--- config.mk ---
export PLATFORM = sky130hd
export DESIGN_NAME = fpmul_result_buffer
export DESIGN_NICKNAME = d
export VERILOG_FILES = /design/src/rtl/fpmul_result_buffer.sv
export SDC_FILE = /design/constraint.sdc
export NUM_CORES = 1
export LEC_CHECK = 0
export ABC_AREA = 1
export BUFFER_PORTS_ARGS = -buffer_cell sky130_fd_sc_hd__clkbuf_2
export CAP_MARGIN = 20
export CORE_MARGIN = 2
export CORE_UTILIZATION = 50
export CTS_CLUSTER_SIZE = 16
export DETAILED_ROUTE_END_ITERATION = 6
export PLACE_DENSITY = 0.7
export RECOVER_POWER = 100
export SLEW_MARGIN = 10
export SYNTH_ARGS = -nofsm -noshare
export SYNTH_HDL_FRONTEND = slang
export SYNTH_SLANG_ARGS = --single-unit
--- constraint.sdc ---
create_clock -name clk -period 6.15 [get_ports clk]
set_input_delay 0.3075 -clock clk [delete_from_list [all_inputs] [get_ports clk]]
set_output_delay 0.3075 -clock clk [all_outputs]
set_load 0.03 [all_outputs]
--- src/rtl/fpmul_result_buffer.sv ---
// fpmul_result_buffer: registered output FIFO behind the FP32 multiplier, with sticky exception flags and a result counter.
// Latency: a result pushed in cycle N is visible on out_valid in cycle N+1; there is no bypass when the buffer is empty.
// Backpressure: in_ready drops only when all DEPTH entries are occupied; out_ready stalls the head entry, which then stays stable.
//
// Ports:
//   clk, rst                   clock, asynchronous active-high reset
//   in_valid/in_ready          producer handshake for f_prod, u_flow, o_flow
//   out_valid/out_ready        consumer handshake for out_data and out_flags ({o_flow, u_flow})
//   sticky_uflow/sticky_oflow  set by any accepted result that carried the flag
//   op_count                   saturating count of accepted results
//   stat_clr                   synchronous clear of the sticky flags and op_count
module fpmul_result_buffer #(
  parameter int unsigned DEPTH = 4,
  parameter int unsigned AW    = 2,
  parameter int unsigned CW    = 16
) (
  input  logic          clk,
  input  logic          rst,
  input  logic          in_valid,
  output logic          in_ready,
  input  logic [31:0]   f_prod,
  input  logic          u_flow,
  input  logic          o_flow,
  output logic          out_valid,
  input  logic          out_ready,
  output logic [31:0]   out_data,
  output logic [1:0]    out_flags,
  output logic          sticky_uflow,
  output logic          sticky_oflow,
  output logic [CW-1:0] op_count,
  input  logic          stat_clr
);

  // A stored entry. The field order matches the {o_flow, u_flow, f_prod} word layout.
  typedef struct packed {
    logic        o_flow;
    logic        u_flow;
    logic [31:0] prod;
  } entry_t;

  localparam logic [AW:0]   OCC_FULL  = (AW+1)'(DEPTH);
  localparam logic [CW-1:0] COUNT_MAX = {CW{1'b1}};

  entry_t          mem_q [DEPTH];
  entry_t          mem_d [DEPTH];
  logic [AW-1:0]   wr_ptr_q, wr_ptr_d;
  logic [AW-1:0]   rd_ptr_q, rd_ptr_d;
  logic [AW:0]     occ_q, occ_d;
  logic            sticky_u_q, sticky_u_d;
  logic            sticky_o_q, sticky_o_d;
  logic [CW-1:0]   count_q, count_d;

  logic            push;
  logic            pop;
  entry_t          in_entry;
  entry_t          head;

  // Both handshake outputs depend only on registered occupancy. This keeps
  // them free of combinational paths from in_valid or out_ready.
  assign in_ready  = (occ_q != OCC_FULL);
  assign out_valid = (occ_q != '0);

  assign push = in_valid & in_ready;
  assign pop  = out_valid & out_ready;

  assign in_entry = '{o_flow: o_flow, u_flow: u_flow, prod: f_prod};
  assign head     = mem_q[rd_ptr_q];

  assign out_data     = head.prod;
  assign out_flags    = {head.o_flow, head.u_flow};
  assign sticky_uflow = sticky_u_q;
  assign sticky_oflow = sticky_o_q;
  assign op_count     = count_q;

  // Storage, pointers and occupancy.
  // DEPTH is 2**AW, so the pointers wrap by natural AW-bit overflow.
  always_comb begin
    mem_d    = mem_q;
    wr_ptr_d = wr_ptr_q;
    rd_ptr_d = rd_ptr_q;
    occ_d    = occ_q;

    if (push) begin
      mem_d[wr_ptr_q] = in_entry;
      wr_ptr_d        = wr_ptr_q + 1'b1;
    end

    if (pop) begin
      rd_ptr_d = rd_ptr_q + 1'b1;
    end

    unique case ({push, pop})
      2'b10:   occ_d = occ_q + 1'b1;
      2'b01:   occ_d = occ_q - 1'b1;
      default: occ_d = occ_q;
    endcase
  end

  // Status. The clear is applied first and the push second. When both happen
  // in one cycle, the stats show only the new result.
  always_comb begin
    sticky_u_d = stat_clr ? 1'b0 : sticky_u_q;
    sticky_o_d = stat_clr ? 1'b0 : sticky_o_q;
    count_d    = stat_clr ? '0   : count_q;

    if (push) begin
      sticky_u_d = sticky_u_d | u_flow;
      sticky_o_d = sticky_o_d | o_flow;
      if (count_d != COUNT_MAX) begin
        count_d = count_d + 1'b1;
      end
    end
  end

  always_ff @(posedge clk or posedge rst) begin
    if (rst) begin
      for (int i = 0; i < int'(DEPTH); i++) begin
        mem_q[i] <= '0;
      end
      wr_ptr_q   <= '0;
      rd_ptr_q   <= '0;
      occ_q      <= '0;
      sticky_u_q <= 1'b0;
      sticky_o_q <= 1'b0;
      count_q    <= '0;
    end else begin
      for (int i = 0; i < int'(DEPTH); i++) begin
        mem_q[i] <= mem_d[i];
      end
      wr_ptr_q   <= wr_ptr_d;
      rd_ptr_q   <= rd_ptr_d;
      occ_q      <= occ_d;
      sticky_u_q <= sticky_u_d;
      sticky_o_q <= sticky_o_d;
      count_q    <= count_d;
    end
  end

endmodule
==> results of run 1 <==
## power groups by stage
| stage | combinational [mW] | clock, mW | sequential, mW |
|---|---|---|---|
| 6_report | 2.02 | 1.18 | 1.75 |
| 5_1_grt | 2.26 | 1.24 | 1.80 |
| 4_1_cts | 2.04 | 1.20 | 1.76 |
| 3_5_place_dp | 2.04 | 0 | 1.78 |
| 3_3_place_gp | 1.99 | 0 | 1.77 |
| 2_1_floorplan | 1.57 | 0 | 1.70 |
## cells by family after synthesis
group,share of synthesized area (%)
AO/OA/AOI/OAI,17.7
XOR/XNOR,1.16
adder cells (fa/ha/maj),1.26
buffers and inverters,7.67
flip-flops,53.2
AND/OR/NAND/NOR,19.0
## placed cells by master (no fill, tap or decap), types with 6 or more instances in the layout
cell type,instances
dfrtp_1,160
ha_1,6
o22ai_1,34
inv_1,63
nand3_1,19
xor2_1,6
clkbuf_2,39
nand2_1,195
o21ai_0,221
nor2_4,7
nor2_1,88
clkbuf_1,54
clkbuf_16,17
## per-layer routing
layer	vias to the layer above	share of wire, %
met5	-	0
met4	0	1.6
met3	23	3.7
met2	150	47
met1	2976	48
li1	3051	-
## final timing paths
| kind | slack [ns] | cells past startpoint | end |
|---|---|---|---|
| max | 2.33 | 7 | mem_q[30] |
| min | 0.17 | 3 | mem_q[12] |
| max reg2reg | 2.33 | 7 | mem_q[30] |
| min reg2reg | 0.48 | 1 | occ_q[0] |
| max in group asynchronous | 2.76 | 3 | mem_q[71] |
| min in group asynchronous | 1.20 | 2 | mem_q[21] |
## metrics by stage
stage,area [sq um],cells,utilization [%]
after floorplan,7570,890,-
after global placement,7990,1117,54.5
after detailed placement,8010,1118,54.7
after CTS,8680,1150,59.3
after global routing,8640,1153,59.0
final,8640,1153,59.0
## registers in the layout (all words and copies together) (netlist names)
register      cells
sticky_oflow      1
sticky_uflow      1
rd_ptr_q          2
occ_q             3
wr_ptr_q          2
op_count         16
mem_q           136
## worst min-delay path: cells and delay by family
family | cells | cell delay (ns)
buffers and inverters | 2 | 0.17
AO/OA/AOI/OAI | 1 | 0.08
## area by class of cell
type	count	area [sq um]
clock buffer	20	467
timing repair buffer	101	515
multi-input combinational	607	2930
sequential	161	4030
clock inverter	12	204
inverter	68	260
tap	184	230
fill	1366	6000
==> impl_metrics.py, run 1 <==
metrics = {
    "sta": {
        "rsz0062_at_grt": "false",
        "fin_ws_ns": 2.33,
        "max_slew_margin_pct": -194,
        "setup_viol": 0,
        "min_period_over_period_pct": 62.2,
        "hold_ws_ns": 0.167,
        "final.setup.tns_ns": 0,
        "worstMarginPinSlew_ns": 4.38,
        "hold_violations": 0,
        "min_period_ns": 3.82,
        "slew_violations": 101,
        "fin_worst_skew_ns": 0.00903,
        "fmax_mhz": 262,
    },
    "placement": {
        "place_congestion": 0.795,
        "dp_hpwl_mm": 10.9,
        "portBuffers": 92,
        "place_ws_ns": 3.36,
    },
    "critical_path": {
        "crit_slowest_cell": "nand2_1",
        "critical_path_class": "reg2reg",
        "r2r_start": "occ_q[0]",
        "critPathMostFrequentCell": "nand2_1",
        "crit_required_ns": 6.44,
        "critPathLaunch": "occ_q[0]",
        "endpoint_kind": "register",
        "path_cells": "inv_1, nand3_1, nand2_1, clkinvlp_2, nand2_1, buf_4, o21ai_0",
        "cpPeakStageDelay_ns": 1.11,
        "arrival_ns": 4.11,
        "crit_family": "simple AND/OR/NAND/NOR gates",
        "critPathBufInv": 3,
        "cp-start-kind": "register",
        "crit_path_max_fanout": 38,
    },
    "outcome": {
        "outcome": "finished with violations",
        "violations": "max-capacitance violations, max-slew violations",
    },
    "floorplan": {
        "core-area_sq_mm": 0.0146,
        "die_w_um": 127,
        "rows": 44,
        "num_io_pins": 93,
        "die_area_sq_mm": 0.0161,
        "die_h_um": 127,
        "start_util_pct": 51.7,
    },
    "layout": {
        "diodes": 0,
        "nets": 1002,
        "syn2layout_area_growth_pct": 14.1,
        "drive_above_1_share_pct": 11.0,
    },
    "global_route": {
        "use_met1_pct": 31.9,
        "grt_pass1_vias": 5881,
        "grt_overflow_total": 0,
        "antenna_found_initial": 0,
        "grt_busiest_layer": "met2",
        "met2_usage_pct": 35.6,
        "grt_max_degree": 101,
        "grt_pass1_wl_mm": 29.3,
        "met3_usage_pct": 4.27,
        "grtUsageTotal_pct": 22.6,
    },
    "clock_tree": {
        "insertion_delay_ns": 0.43,
        "root_buffer": "clkbuf_16",
        "cts_hold_buf": 0,
        "clk_pin_slew_ns": 0.06,
        "cts_sinks": 161,
        "cts_htree_levels": 4,
        "cts.path.max_buffers": 2,
        "postCtsSetupBuffers": 0,
        "cts_resized": 0,
        "numCtsBuffers": 17,
        "tritoncts": "yes",
    },
    "detailed_routing": {
        "finalWirelength_mm": 17.6,
        "route.detailed.drc": 0,
        "ant_nets": 0,
        "via_count": 6200,
        "drt_first_pass_iters": 5,
        "drtIter0Drc": 467,
        "avgViaCountPerCell": 5.38,
        "routedWlPerCell_um": 15.2,
    },
    "synthesis": {
        "yosys.area.top_type": "dfrtp_1",
        "ys.flop_type": "dfrtp_1",
        "syn_area_per_cell_sq_um": 8.51,
        "synth.distinct_cells": 28,
        "synth_seq_area_share_pct": 53.2,
        "synth.cell_area_sq_mm": 0.00757,
        "yosysMostFrequentCell": "o21ai_0",
        "synth_common_cells": "o21ai_0 (197), nand2_1 (190), dfrtp_1 (161), nor2_1 (87), inv_1 (65)",
        "yosysWarningCount": 0,
        "netlist_instances": 890,
        "synth_area_leaders": "dfrtp_1 (53%), o21ai_0 (13%), nand2_1 (9.4%)",
        "syn-num-nets": 936,
        "synth-edff-count": 0,
        "synth.top_cell.area_share_pct": 53.2,
        "ys_seq_elements": 161,
        "synthArstFlopShare_pct": 100,
    },
    "power_and_ir_drop": {
        "switching_share_pct": 42.6,
        "fin_total_pwr_mw": 4.94,
        "seq_power_share_pct": 35.3,
        "leakage_nw": 4.11,
        "combPwrFrac_pct": 40.8,
        "p_sw_mw": 2.10,
        "power.density_mw_per_mm2": 572,
        "p_clk_share_pct": 23.9,
        "peakVddDrop_mv": 0.306,
        "p_int_mw": 2.84,
    },
    "hold_path": {
        "hold_class": "in2reg",
        "hp-start": "f_prod[12]",
    },
    "run": {
        "drv_cap": 1,
    },
}
(Power assumes the default switching activity.)
==> inputs of run 2 (changes only) <==
--- a/config.mk
+++ b/config.mk
@@ -12,7 +12,7 @@
 export CORE_UTILIZATION = 50
 export CTS_CLUSTER_SIZE = 16
 export DETAILED_ROUTE_END_ITERATION = 6
-export PLACE_DENSITY = 0.7
+export PLACE_DENSITY = 0.73
 export RECOVER_POWER = 100
 export SLEW_MARGIN = 10
 export SYNTH_ARGS = -nofsm -noshare
==> constraint.sdc (replaced) <==
create_clock -name clk -period 3.2 [get_ports clk]
set_input_delay 0.16 -clock clk [delete_from_list [all_inputs] [get_ports clk]]
set_output_delay 0.16 -clock clk [all_outputs]
set_load 0.03 [all_outputs]
==> run 2 against run 1 <==
Compared with the run above: the flow now finishes without violations; largest power group unchanged; sequential power grew 90%; worst setup slack lost 1.6 ns; largest cell class unchanged; clock skew grew 0.0031 ns; die area is the same; sequential share of layout area shrank 0.081 points; first-iteration DRC count grew 1.3%.
==> impl_metrics.py, run 2 (synthesized netlist as in run 1, its figures left out) <==
metrics = {
    "clock_tree": {
        "cts_resized": 0,
        "root_buffer": "clkbuf_16",
        "numCtsBuffers": 17,
        "cts.path.max_buffers": 2,
        "insertion_delay_ns": 0.42,
        "clk_pin_slew_ns": 0.06,
        "tritoncts": "yes",
        "cts_sinks": 161,
        "cts_htree_levels": 4,
    },
    "sta": {
        "rsz0062_at_grt": "false",
        "min_period_ns": 2.48,
        "min_period_over_period_pct": 77.6,
        "hold_violations": 0,
        "fmax_mhz": 403,
        "fin_worst_skew_ns": 0.0122,
        "final.setup.tns_ns": 0,
        "worstMarginPinSlew_ns": 1.22,
        "slew_violations": 0,
        "max_slew_margin_pct": 17.9,
        "setup_viol": 0,
    },
    "floorplan": {
        "start_util_pct": 51.7,
        "rows": 44,
        "die_w_um": 127,
        "die_h_um": 127,
        "num_io_pins": 93,
        "die_area_sq_mm": 0.0161,
        "core-area_sq_mm": 0.0146,
    },
    "global_route": {
        "grt_busiest_layer": "met2",
        "grt_pass1_wl_mm": 29.4,
        "met2_usage_pct": 35.8,
        "use_met1_pct": 32.0,
        "grtUsageTotal_pct": 22.7,
        "grt_overflow_total": 0,
        "met3_usage_pct": 5.28,
        "grt_max_degree": 71,
        "grt_pass1_vias": 5905,
        "antenna_found_initial": 0,
    },
    "detailed_routing": {
        "via_count": 6240,
        "ant_nets": 0,
        "route.detailed.drc": 0,
        "drtIter0Drc": 473,
        "finalWirelength_mm": 17.3,
        "avgViaCountPerCell": 5.39,
        "routedWlPerCell_um": 15.0,
        "drt_first_pass_iters": 5,
    },
    "layout": {
        "final_cell_area_sq_mm": 0.00866,
        "top_register": "mem_q",
        "nets": 1007,
        "syn2layout_area_growth_pct": 14.3,
        "largest_reg_flops": 136,
        "drive_above_1_share_pct": 11.6,
        "final_common_cell": "o21ai_0",
        "layout_common_cells": "o21ai_0 (219), nand2_1 (192), dfrtp_1 (160)",
        "diodes": 0,
    },
    "critical_path": {
        "endpoint_kind": "register",
        "crit_path_max_fanout": 36,
        "crit_required_ns": 3.53,
        "reg2regPathDepth": 8,
        "arrival_ns": 2.81,
        "cp-start-kind": "register",
        "critical_path_class": "reg2reg",
    },
    "hold_path": {
        "hold_class": "in2reg",
        "holdPathStages": 3,
    },
    "placement": {
        "dp_hpwl_mm": 10.8,
        "placed_area_sq_mm": 0.00810,
        "portBuffers": 92,
        "place_congestion": 0.795,
    },
    "power_and_ir_drop": {
        "p_clk_share_pct": 23.7,
        "seq_power_share_pct": 35.1,
        "p_sw_mw": 4.01,
        "peakVddDrop_mv": 0.509,
        "switching_share_pct": 42.3,
        "leakage_nw": 4.12,
        "power.density_mw_per_mm2": 1090,
        "p_int_mw": 5.47,
        "combPwrFrac_pct": 41.2,
    },
    "run": {
        "drv_cap": 0,
    },
    "outcome": {
        "outcome": "finished, final reports clean",
    },
}
==> run 2: power groups by stage <==
stage | Combinational, mW | Sequential (mW) | Clock [mW]
after CTS | 4.05 | 3.32 | 2.28
after global placement | 3.92 | 3.32 | 0
after detailed placement | 4.02 | 3.33 | 0
after floorplan | 3.02 | 3.27 | 0
after global routing | 4.38 | 3.43 | 2.37
final | 3.91 | 3.32 | 2.24
==> run 2: critical path: stages, from the launching register on <==
cell	delay, ns
dfrtp_1	0.39
inv_1	0.12
nand3_1	0.11
nand2_1	0.43
inv_4	0.24
nand2_2	0.55
buf_4	0.36
nand2_1	0.08
o21ai_0	0.09
==> run 2: what timing repair did <==
item,CTS,global route
hold endpoints to repair,24,0
setup buffers,0,0
hold buffers,1,0
==> run 2: layer usage <==
metal,wire (um),share of wire (%),vias to the layer above
met3,917,5.3,20
met4,172,0.99,0
li1,-,-,3069
met2,8210,47,173
met1,8030,46,2978
met5,0,0,-
==> run 2: area by class of cell <==
cell class | instances | area [sq um]
Tap cell | 184 | 230
Timing Repair Buffer | 106 | 556
Multi-Input combinational cell | 607 | 2920
Sequential cell | 161 | 4030
Fill cell | 1306 | 5990
Clock buffer | 22 | 484
Inverter | 68 | 262
Clock inverter | 9 | 178
==> run 2: through the flow <==
stage	util, %	hold slack, ns	total power [mW]	cells	setup slack (ns)
2_1_floorplan	-	0.333	6.29	890	0.997
3_3_place_gp	55.3	0.255	7.25	1125	1.08
3_5_place_dp	55.3	0.251	7.36	1125	0.993
4_1_cts	59.9	0.00542	9.65	1157	0.850
5_1_grt	59.1	0.0422	10.2	1157	0.425
6_report	59.1	0.0267	9.47	1157	0.718
==> run 2: path summary, 6_finish.rpt <==
check | to | start | slack (ns)
worst max-delay path | mem_q[117] | occ_q[0] | 0.72
max in group asynchronous | rd_ptr_q[0] | rst | 1.79
worst max register to register | mem_q[117] | occ_q[0] | 0.72
worst min register to register | mem_q[66] | mem_q[66] | 0.48
worst min-delay path | mem_q[25] | f_prod[25] | 0.03
min in group asynchronous | mem_q[54] | rst | 0.52
==> inputs of run 3 (changes only) <==
--- a/config.mk
+++ b/config.mk
@@ -12,7 +12,7 @@
 export CORE_UTILIZATION = 50
 export CTS_CLUSTER_SIZE = 16
 export DETAILED_ROUTE_END_ITERATION = 6
-export PLACE_DENSITY = 0.73
+export PLACE_DENSITY = 0.7
 export RECOVER_POWER = 100
 export SLEW_MARGIN = 10
 export SYNTH_ARGS = -nofsm -noshare
==> constraint.sdc (replaced) <==
create_clock -name clk -period 2.3 [get_ports clk]
set_input_delay 0.115 -clock clk [delete_from_list [all_inputs] [get_ports clk]]
set_output_delay 0.115 -clock clk [all_outputs]
set_load 0.03 [all_outputs]
==> run 3 against run 2 <==
Compared with the run above: the flow now finishes with violations (max-capacitance violations); hold slack lost 0.0082 ns; sequential cell count is the same; combinational power grew 40%; worst setup slack lost 0.54 ns; final area grew 2.3%; clock skew grew 0.0012 ns; utilization grew 1.3 points; total power grew 35%; non-clock buffer count grew 34; cell count grew 2.9%; sequential power grew 39%; die area is the same.
==> impl_metrics.py, run 3 (synthesized netlist as in run 1, its figures left out) <==
metrics = {
    "layout": {
        "fin_cells": 1191,
        "multi_input_area_sq_mm": 0.00292,
        "nets": 1041,
        "diodes": 0,
        "drive_above_1_share_pct": 11.7,
        "fillerInstances": 1364,
        "largest_reg_flops": 136,
        "final_common_cell": "o21ai_0",
        "layout_common_cells": "o21ai_0 (218), nand2_1 (195), dfrtp_1 (160)",
        "final-seq-area_sq_mm": 0.00403,
        "top_register": "mem_q",
        "syn2layout_area_growth_pct": 16.9,
    },
    "outcome": {
        "outcome": "finished with violations",
        "violations": "max-capacitance violations",
    },
    "detailed_routing": {
        "dr_wl_met2_mm": 8.48,
        "route.detailed.drc": 0,
        "drt_first_pass_iters": 5,
        "finalWirelength_mm": 17.6,
        "wl_met3_um": 881,
        "ant_nets": 0,
        "highest_layer": "met4",
        "drtIter0Drc": 563,
        "via_count": 6372,
        "routedWlPerCell_um": 14.8,
        "avgViaCountPerCell": 5.35,
        "met1_length_mm": 8.13,
    },
    "sta": {
        "max_slew_margin_pct": 1.80,
        "min_period_ns": 2.12,
        "min_period_over_period_pct": 92.1,
        "final.setup.tns_ns": 0,
        "hold_ws_ns": 0.0185,
        "setup_viol": 0,
        "fin_ws_ns": 0.182,
        "rsz0062_at_grt": "false",
        "slew_violations": 0,
        "fmax_mhz": 472,
        "fin_worst_skew_ns": 0.0134,
        "worstMarginPinSlew_ns": 1.46,
        "hold_violations": 0,
    },
    "clock_tree": {
        "clk_pin_slew_ns": 0.06,
        "postCtsSetupBuffers": 0,
        "insertion_delay_ns": 0.43,
        "cts.path.max_buffers": 2,
        "cts_htree_levels": 4,
        "cts_hold_buf": 25,
        "cts_resized": 0,
        "root_buffer": "clkbuf_16",
        "numCtsBuffers": 17,
        "cts_sinks": 161,
        "tritoncts": "yes",
    },
    "power_and_ir_drop": {
        "seq_power_share_pct": 36.1,
        "p_sw_mw": 5.57,
        "peakVddDrop_mv": 0.626,
        "leakage_nw": 4.21,
        "p_int_mw": 7.21,
        "combPwrFrac_pct": 42.9,
        "switching_share_pct": 43.6,
        "fin_total_pwr_mw": 12.8,
        "p_clk_share_pct": 20.9,
        "power.density_mw_per_mm2": 1440,
    },
    "floorplan": {
        "die_area_sq_mm": 0.0161,
        "rows": 44,
        "num_io_pins": 93,
        "start_util_pct": 51.7,
        "die_h_um": 127,
        "core-area_sq_mm": 0.0146,
        "die_w_um": 127,
    },
    "critical_path": {
        "cp-start-kind": "register",
        "crit_path_max_fanout": 39,
        "path_cells": "clkbuf_4, o21ai_0, o22ai_1, clkbuf_1",
        "critical_path_class": "reg2out",
        "crit_slowest_cell": "clkbuf_4",
        "crit_required_ns": 2.18,
        "arrival_ns": 2.00,
        "endpoint_kind": "output pin",
        "cpPeakStageDelay_ns": 0.43,
    },
    "placement": {
        "place_congestion": 0.792,
        "placed_cells": 1135,
        "portBuffers": 92,
        "place_ws_ns": 0.420,
        "dp_hpwl_mm": 11.1,
    },
    "global_route": {
        "grt_overflow_total": 0,
        "antenna_found_initial": 0,
        "grtUsageTotal_pct": 23.2,
        "grt_pass1_vias": 6210,
        "grt_pass1_wl_mm": 30.0,
        "grt_max_degree": 63,
    },
    "hold_path": {
        "hold_class": "in2reg",
    },
    "run": {
        "drv_cap": 1,
    },
}
## run 3: path summary, 6_finish.rpt
check / start / to / slack, ns / depth (start not counted)
setup / recovery: rd_ptr_q[0] / out_data[31] / 0.18 / 4
hold / removal: f_prod[9] / mem_q[9] / 0.02 / 3
setup reg to reg: occ_q[0] / mem_q[122] / 0.34 / 8
hold reg to reg: occ_q[0] / occ_q[0] / 0.47 / 1
max in group asynchronous: rst / op_count[1] / 0.47 / 4
min in group asynchronous: rst / mem_q[26] / 0.57 / 3
## run 3: per-stage QoR
stage	utilization, %	area, sq um
2_1_floorplan	-	7580
3_5_place_dp	55.9	8180
5_1_grt	60.4	8850
6_report	60.4	8850
3_3_place_gp	55.9	8180
4_1_cts	61.4	8990
## run 3: power groups by stage
| stage | Sequential (mW) | Combinational (mW) | Clock [mW] |
|---|---|---|---|
| 6_report | 4.61 | 5.49 | 2.68 |
| 5_1_grt | 4.76 | 6.16 | 2.84 |
| 4_1_cts | 4.61 | 5.72 | 2.72 |
| 3_5_place_dp | 4.63 | 5.66 | 0 |
| 3_3_place_gp | 4.61 | 5.55 | 0 |
| 2_1_floorplan | 4.54 | 4.21 | 0 |
## run 3: routing by layer
metal / GRT usage (%) / vias up
met5: 0 / -
met4: 6.92 / 0
met3: 5.07 / 15
met2: 37.8 / 189
met1: 31.6 / 3030
li1: - / 3138
## run 3: worst max-delay path, delay by kind of cell, from the launching register on
kind	cells	cell delay (ns)
buffers and inverters	2	0.77
flip-flops	1	0.38
AO/OA/AOI/OAI	2	0.41
## run 3: final cells by class
| cell class | count | share of cell area, % |
|---|---|---|
| clock buffer | 22 | 5.36 |
| inverter | 68 | 2.95 |
| clock inverter | 9 | 0.961 |
| tap | 184 | 2.60 |
| timing repair buffer | 140 | 9.61 |
| sequential | 161 | 45.5 |
| multi-input combinational | 607 | 33.0 |
